==> src/rtl/memory_arbiter.sv <==
// Arbitrates one synchronous memory port between the CPU and a read-only display
// fetch engine: display has priority, capped by a burst limit while the CPU waits.
module memory_arbiter #(
  parameter int ADDRESS_WIDTH     = 16,
  parameter int DATA_WIDTH        = 16,
  parameter int MAX_DISPLAY_BURST = 4
) (
  input  logic                     clock,
  input  logic                     reset,
  input  logic                     cpu_request,
  input  logic                     cpu_write_enable,
  input  logic [ADDRESS_WIDTH-1:0] cpu_address,
  input  logic [DATA_WIDTH-1:0]    cpu_write_data,
  output logic                     cpu_grant,
  output logic                     cpu_read_valid,
  output logic [DATA_WIDTH-1:0]    cpu_read_data,
  input  logic                     display_request,
  input  logic [ADDRESS_WIDTH-1:0] display_address,
  output logic                     display_grant,
  output logic                     display_read_valid,
  output logic [DATA_WIDTH-1:0]    display_read_data,
  output logic [ADDRESS_WIDTH-1:0] memory_address,
  output logic                     memory_write_enable,
  output logic [DATA_WIDTH-1:0]    memory_write_data,
  input  logic [DATA_WIDTH-1:0]    memory_read_data
);

  localparam int STREAK_W = $clog2(MAX_DISPLAY_BURST + 1);
  localparam logic [STREAK_W-1:0] STREAK_MAX = STREAK_W'(MAX_DISPLAY_BURST);

  logic [STREAK_W-1:0] streak_q, streak_d;
  logic                cpu_pending_q, cpu_pending_d;
  logic                display_pending_q, display_pending_d;
  logic                burst_done;

  // Grant decision: display wins contention until the burst budget is spent.
  always_comb begin
    burst_done    = (streak_q >= STREAK_MAX);
    cpu_grant     = 1'b0;
    display_grant = 1'b0;
    if (!reset) begin
      if (display_request && (!cpu_request || !burst_done)) begin
        display_grant = 1'b1;
      end else if (cpu_request) begin
        cpu_grant = 1'b1;
      end
    end
  end

  always_comb begin
    memory_address      = cpu_address;
    memory_write_enable = 1'b0;
    memory_write_data   = cpu_write_data;
    if (display_grant) begin
      memory_address = display_address;
    end else if (cpu_grant) begin
      memory_write_enable = cpu_write_enable;
    end
  end

  // The streak only counts display grants that actually made the CPU wait.
  always_comb begin
    streak_d = streak_q;
    if (!cpu_request || cpu_grant) begin
      streak_d = '0;
    end else if (display_grant && !burst_done) begin
      streak_d = streak_q + STREAK_W'(1);
    end
    cpu_pending_d     = cpu_grant & ~cpu_write_enable;
    display_pending_d = display_grant;
  end

  always_ff @(posedge clock or posedge reset) begin
    if (reset) begin
      streak_q          <= '0;
      cpu_pending_q     <= 1'b0;
      display_pending_q <= 1'b0;
    end else begin
      streak_q          <= streak_d;
      cpu_pending_q     <= cpu_pending_d;
      display_pending_q <= display_pending_d;
    end
  end

  assign cpu_read_valid     = cpu_pending_q;
  assign display_read_valid = display_pending_q;
  assign cpu_read_data      = memory_read_data;
  assign display_read_data  = memory_read_data;

endmodule

==> config.mk <==
export PLATFORM = sky130hd
export DESIGN_NAME = memory_arbiter
export DESIGN_NICKNAME = d
export VERILOG_FILES = /design/src/rtl/memory_arbiter.sv
export SDC_FILE = /design/constraint.sdc
export NUM_CORES = 1
export LEC_CHECK = 0
export BUFFER_PORTS_ARGS = -buffer_cell sky130_fd_sc_hd__buf_4
export CORE_ASPECT_RATIO = 1.75
export CORE_MARGIN = 5
export CORE_UTILIZATION = 29
export DETAILED_ROUTE_END_ITERATION = 10
export GPL_TIMING_DRIVEN = 1
export HOLD_SLACK_MARGIN = 0.03
export PLACE_DENSITY = 0.88
export SLEW_MARGIN = 20
export SYNTH_ARGS = -nofsm -noshare
export SYNTH_HDL_FRONTEND = slang
export SYNTH_SLANG_ARGS = --single-unit
==> constraint.sdc <==
create_clock -name clock -period 1.5 [get_ports clock]
set_input_delay 0.15 -clock clock [delete_from_list [all_inputs] [get_ports clock]]
set_output_delay 0.15 -clock clock [all_outputs]
set_load 0.005 [all_outputs]
==> impl_metrics.tcl <==
set metrics [dict create \
    status "complete, but fails checks" \
    violations "negative setup slack" \
    p_int_w 0.000497 \
    finalWorstSetupSlack_ps -8.19 \
    ctsHtreeMaxLevel 1 \
    ys_warn_count 0 \
    min_from "cpu_write_enable" \
    nets 179 \
    final_antenna_net_count 0 \
    root_buffer "clkbuf_8" \
    timing.final.crit_share 1.01 \
    worst_pin_slew_ps 261 \
    path_clk_slew_ps 40 \
    area_delta_synth_final_pct 25.8 \
    initialDrtViolationCount 3 \
    synth.most_common_cell "buf_4" \
    fp.dieW_um 51.3 \
    ys_seq_elements 5 \
    worstHoldPathType "in2reg" \
    ys.flop_type "dfrtp_1" \
    avgSynthCellArea_um2 9.50 \
    grt_overflow_total 0 \
    critical_path_class "reg2out" \
    place_hpwl_um 2020 \
    power.leakage_nw 0.578 \
    skew_ps 1.29 \
    fp-row-count 26 \
    grt_pass1_wl_um 3430 \
    clockPowerShare 0.393 \
    drive_gt1_frac 0.794 \
    reg2reg_from "streak_q[0]$_DFFE_PP0P_" \
    rsz0062_at_grt "yes" \
    critPathMaxFanout 17 \
    first_global_vias 744 \
    arrival_ps 1360 \
    port_buffers 57 \
    ys_seq_area_frac 0.145 \
    p_per_area_nw_per_um2 596 \
    routed_wl_um 2490 \
    antenna_found_initial 0 \
    die_h_um 82.2 \
    yosysTopAreaCell "buf_4" \
    cp-start-kind "flip-flop" \
    hold_violations 0 \
    async_reset_ff_frac 1.00 \
    start_util 0.299 \
    critPathLaunch "streak_q[2]$_DFFE_PP0P_" \
    peakVddDrop_mv 0.463 \
    grt_max_degree 18 \
    wl_per_cell_um 18.4 \
    fmax_ghz 0.663 \
    synth_edf_count 0 \
    drv_slew 0 \
    netSwitchingPower_w 0.000151 \
    slew_headroom 0.825 \
    vias_per_cell 4.70 \
    cp.required_ps 1350 \
    synth_fp_nets 162 \
    synth_common_cells "48 x buf_4, 9 x mux2_4, 7 x mux2_2" \
    combPwrFrac 0.388 \
    swShare 0.233 \
    clock_path_buffers 2 \
    yosys-top-cells-area "buf_4 42%, mux2_4 16%, dfrtp_1 14%" \
    coreArea_um2 2900 \
    ys_types 17 \
    cts_sinks 5 \
    end_kind "output port" \
    setup_violations 7 \
    dieArea_um2 4220 \
    post-route-min-period_ps 1510 \
    fillCellCount 271 \
    clk-insertion-delay-late_ps 220 \
    synth_top_area_frac 0.417 \
    num_antenna_cells 0 \
    pin_count 138 \
    setup_tns_ps -25.1 \
    drc_errors 0 \
    place.gp.congestion 0.728 \
    pwr-share-seq 0.220 \
    syn_area_um2 865 \
    track_usage 0.112 \
    firstDrtPassIters 2 \
    cts_inserted_buffers 3 \
    max-cap-violations 0 \
    cts_tree "done" \
    syn_inst 91 \
    num_vias 634 \
    utilization 0.376 \
]
==> cells in the final DEF (no fill, tap or decap) <==
cell / instances
buf_4: 50
mux2_4: 9
buf_6: 9
mux2_2: 7
dfrtp_1: 5
nor2b_1: 4
a21oi_1: 3
inv_1: 3
clkbuf_8: 3
and4bb_2: 2
ha_1: 2
inv_2: 1
nand2_2: 1
nand3_4: 1
nand2b_1: 1
and3_4: 1
and2_1: 1
nor4b_1: 1
clkbuf_1: 1
dlygate4sd3_1: 1
buf_12: 1
==> worst max-delay path, stage by stage (launching register included) <==
cell and delay (ps):
dfrtp_1 350, nand2_2 70, nand3_4 70, buf_12 160, mux2_2 350, buf_4 140
==> power groups by stage <==
stage          Combinational (W)  Sequential (W)  Clock, W
2_1_floorplan           0.000186        0.000144         0
6_report                0.000251        0.000142  0.000255
4_1_cts                 0.000250        0.000142  0.000262
3_5_place_dp            0.000227        0.000144         0
5_1_grt                 0.000270        0.000143  0.000269
3_3_place_gp            0.000220        0.000144         0
==> registers in the layout (all words and copies together) (netlist names) <==
name and cells:
cpu_read_valid 1, display_read_valid 1, streak_q 3
==> final timing paths <==
| path | to | slack, ps | cells past startpoint |
|---|---|---|---|
| min in group asynchronous | streak_q[1]$_DFFE_PP0P_ | 570 | 4 |
| setup / recovery | memory_address[11] | -8 | 5 |
| hold reg to reg | streak_q[1]$_DFFE_PP0P_ | 580 | 2 |
| setup reg to reg | streak_q[1]$_DFFE_PP0P_ | 280 | 5 |
| max in group asynchronous | streak_q[0]$_DFFE_PP0P_ | 720 | 4 |
| hold / removal | cpu_read_valid$_DFF_PP0_ | 80 | 2 |
==> kinds of logic after synthesis <==
group | synth area share
buffers and inverters | 0.447
multiplexers | 0.247
adder cells (fa/ha/maj) | 0.0289
flip-flops | 0.145
AND/OR/NAND/NOR | 0.114
AO/OA/AOI/OAI | 0.0174
==> per-stage QoR <==
| step | setup WS [ps] | hold slack (ps) | power [W] | instances | instance area [um^2] |
|---|---|---|---|---|---|
| finish | -8.19 | 79.5 | 0.000648 | 135 | 1090 |
| global route | -51.1 | 81.3 | 0.000682 | 135 | 1090 |
| CTS | -20.0 | 74.7 | 0.000654 | 135 | 1080 |
| detailed placement | 107 | 194 | 0.000371 | 129 | 971 |
| global placement | 130 | 184 | 0.000364 | 129 | 971 |
| floorplan | 262 | -79.4 | 0.000329 | 91 | 865 |
==> repair_timing <==
item                                    CTS  global route
endpoints found under the setup margin   17            17
hold buffers                              1             0
endpoints found under the hold margin     5             0
pin swaps                                 1             0
setup buffers                             1             0
resized for setup                         9             2
==> layout make-up <==
| type | instances | area (um^2) | area share |
|---|---|---|---|
| repair buffers | 61 | 507 | 0.466 |
| well taps | 28 | 35.0 | 0.0322 |
| clock buffers | 4 | 45.0 | 0.0414 |
| multi-input cells | 33 | 360 | 0.331 |
| flip-flops and latches | 5 | 125 | 0.115 |
| inverters | 4 | 15.0 | 0.0138 |
==> routing by layer <==
layer	vias to the layer above	wire length, um	track usage
li1	279	-	-
met1	271	549	0.0797
met2	55	1280	0.190
met3	29	436	0.0557
met4	0	216	0.136
met5	-	0	0
No activity file was read; power rests on OpenSTA's default activity.
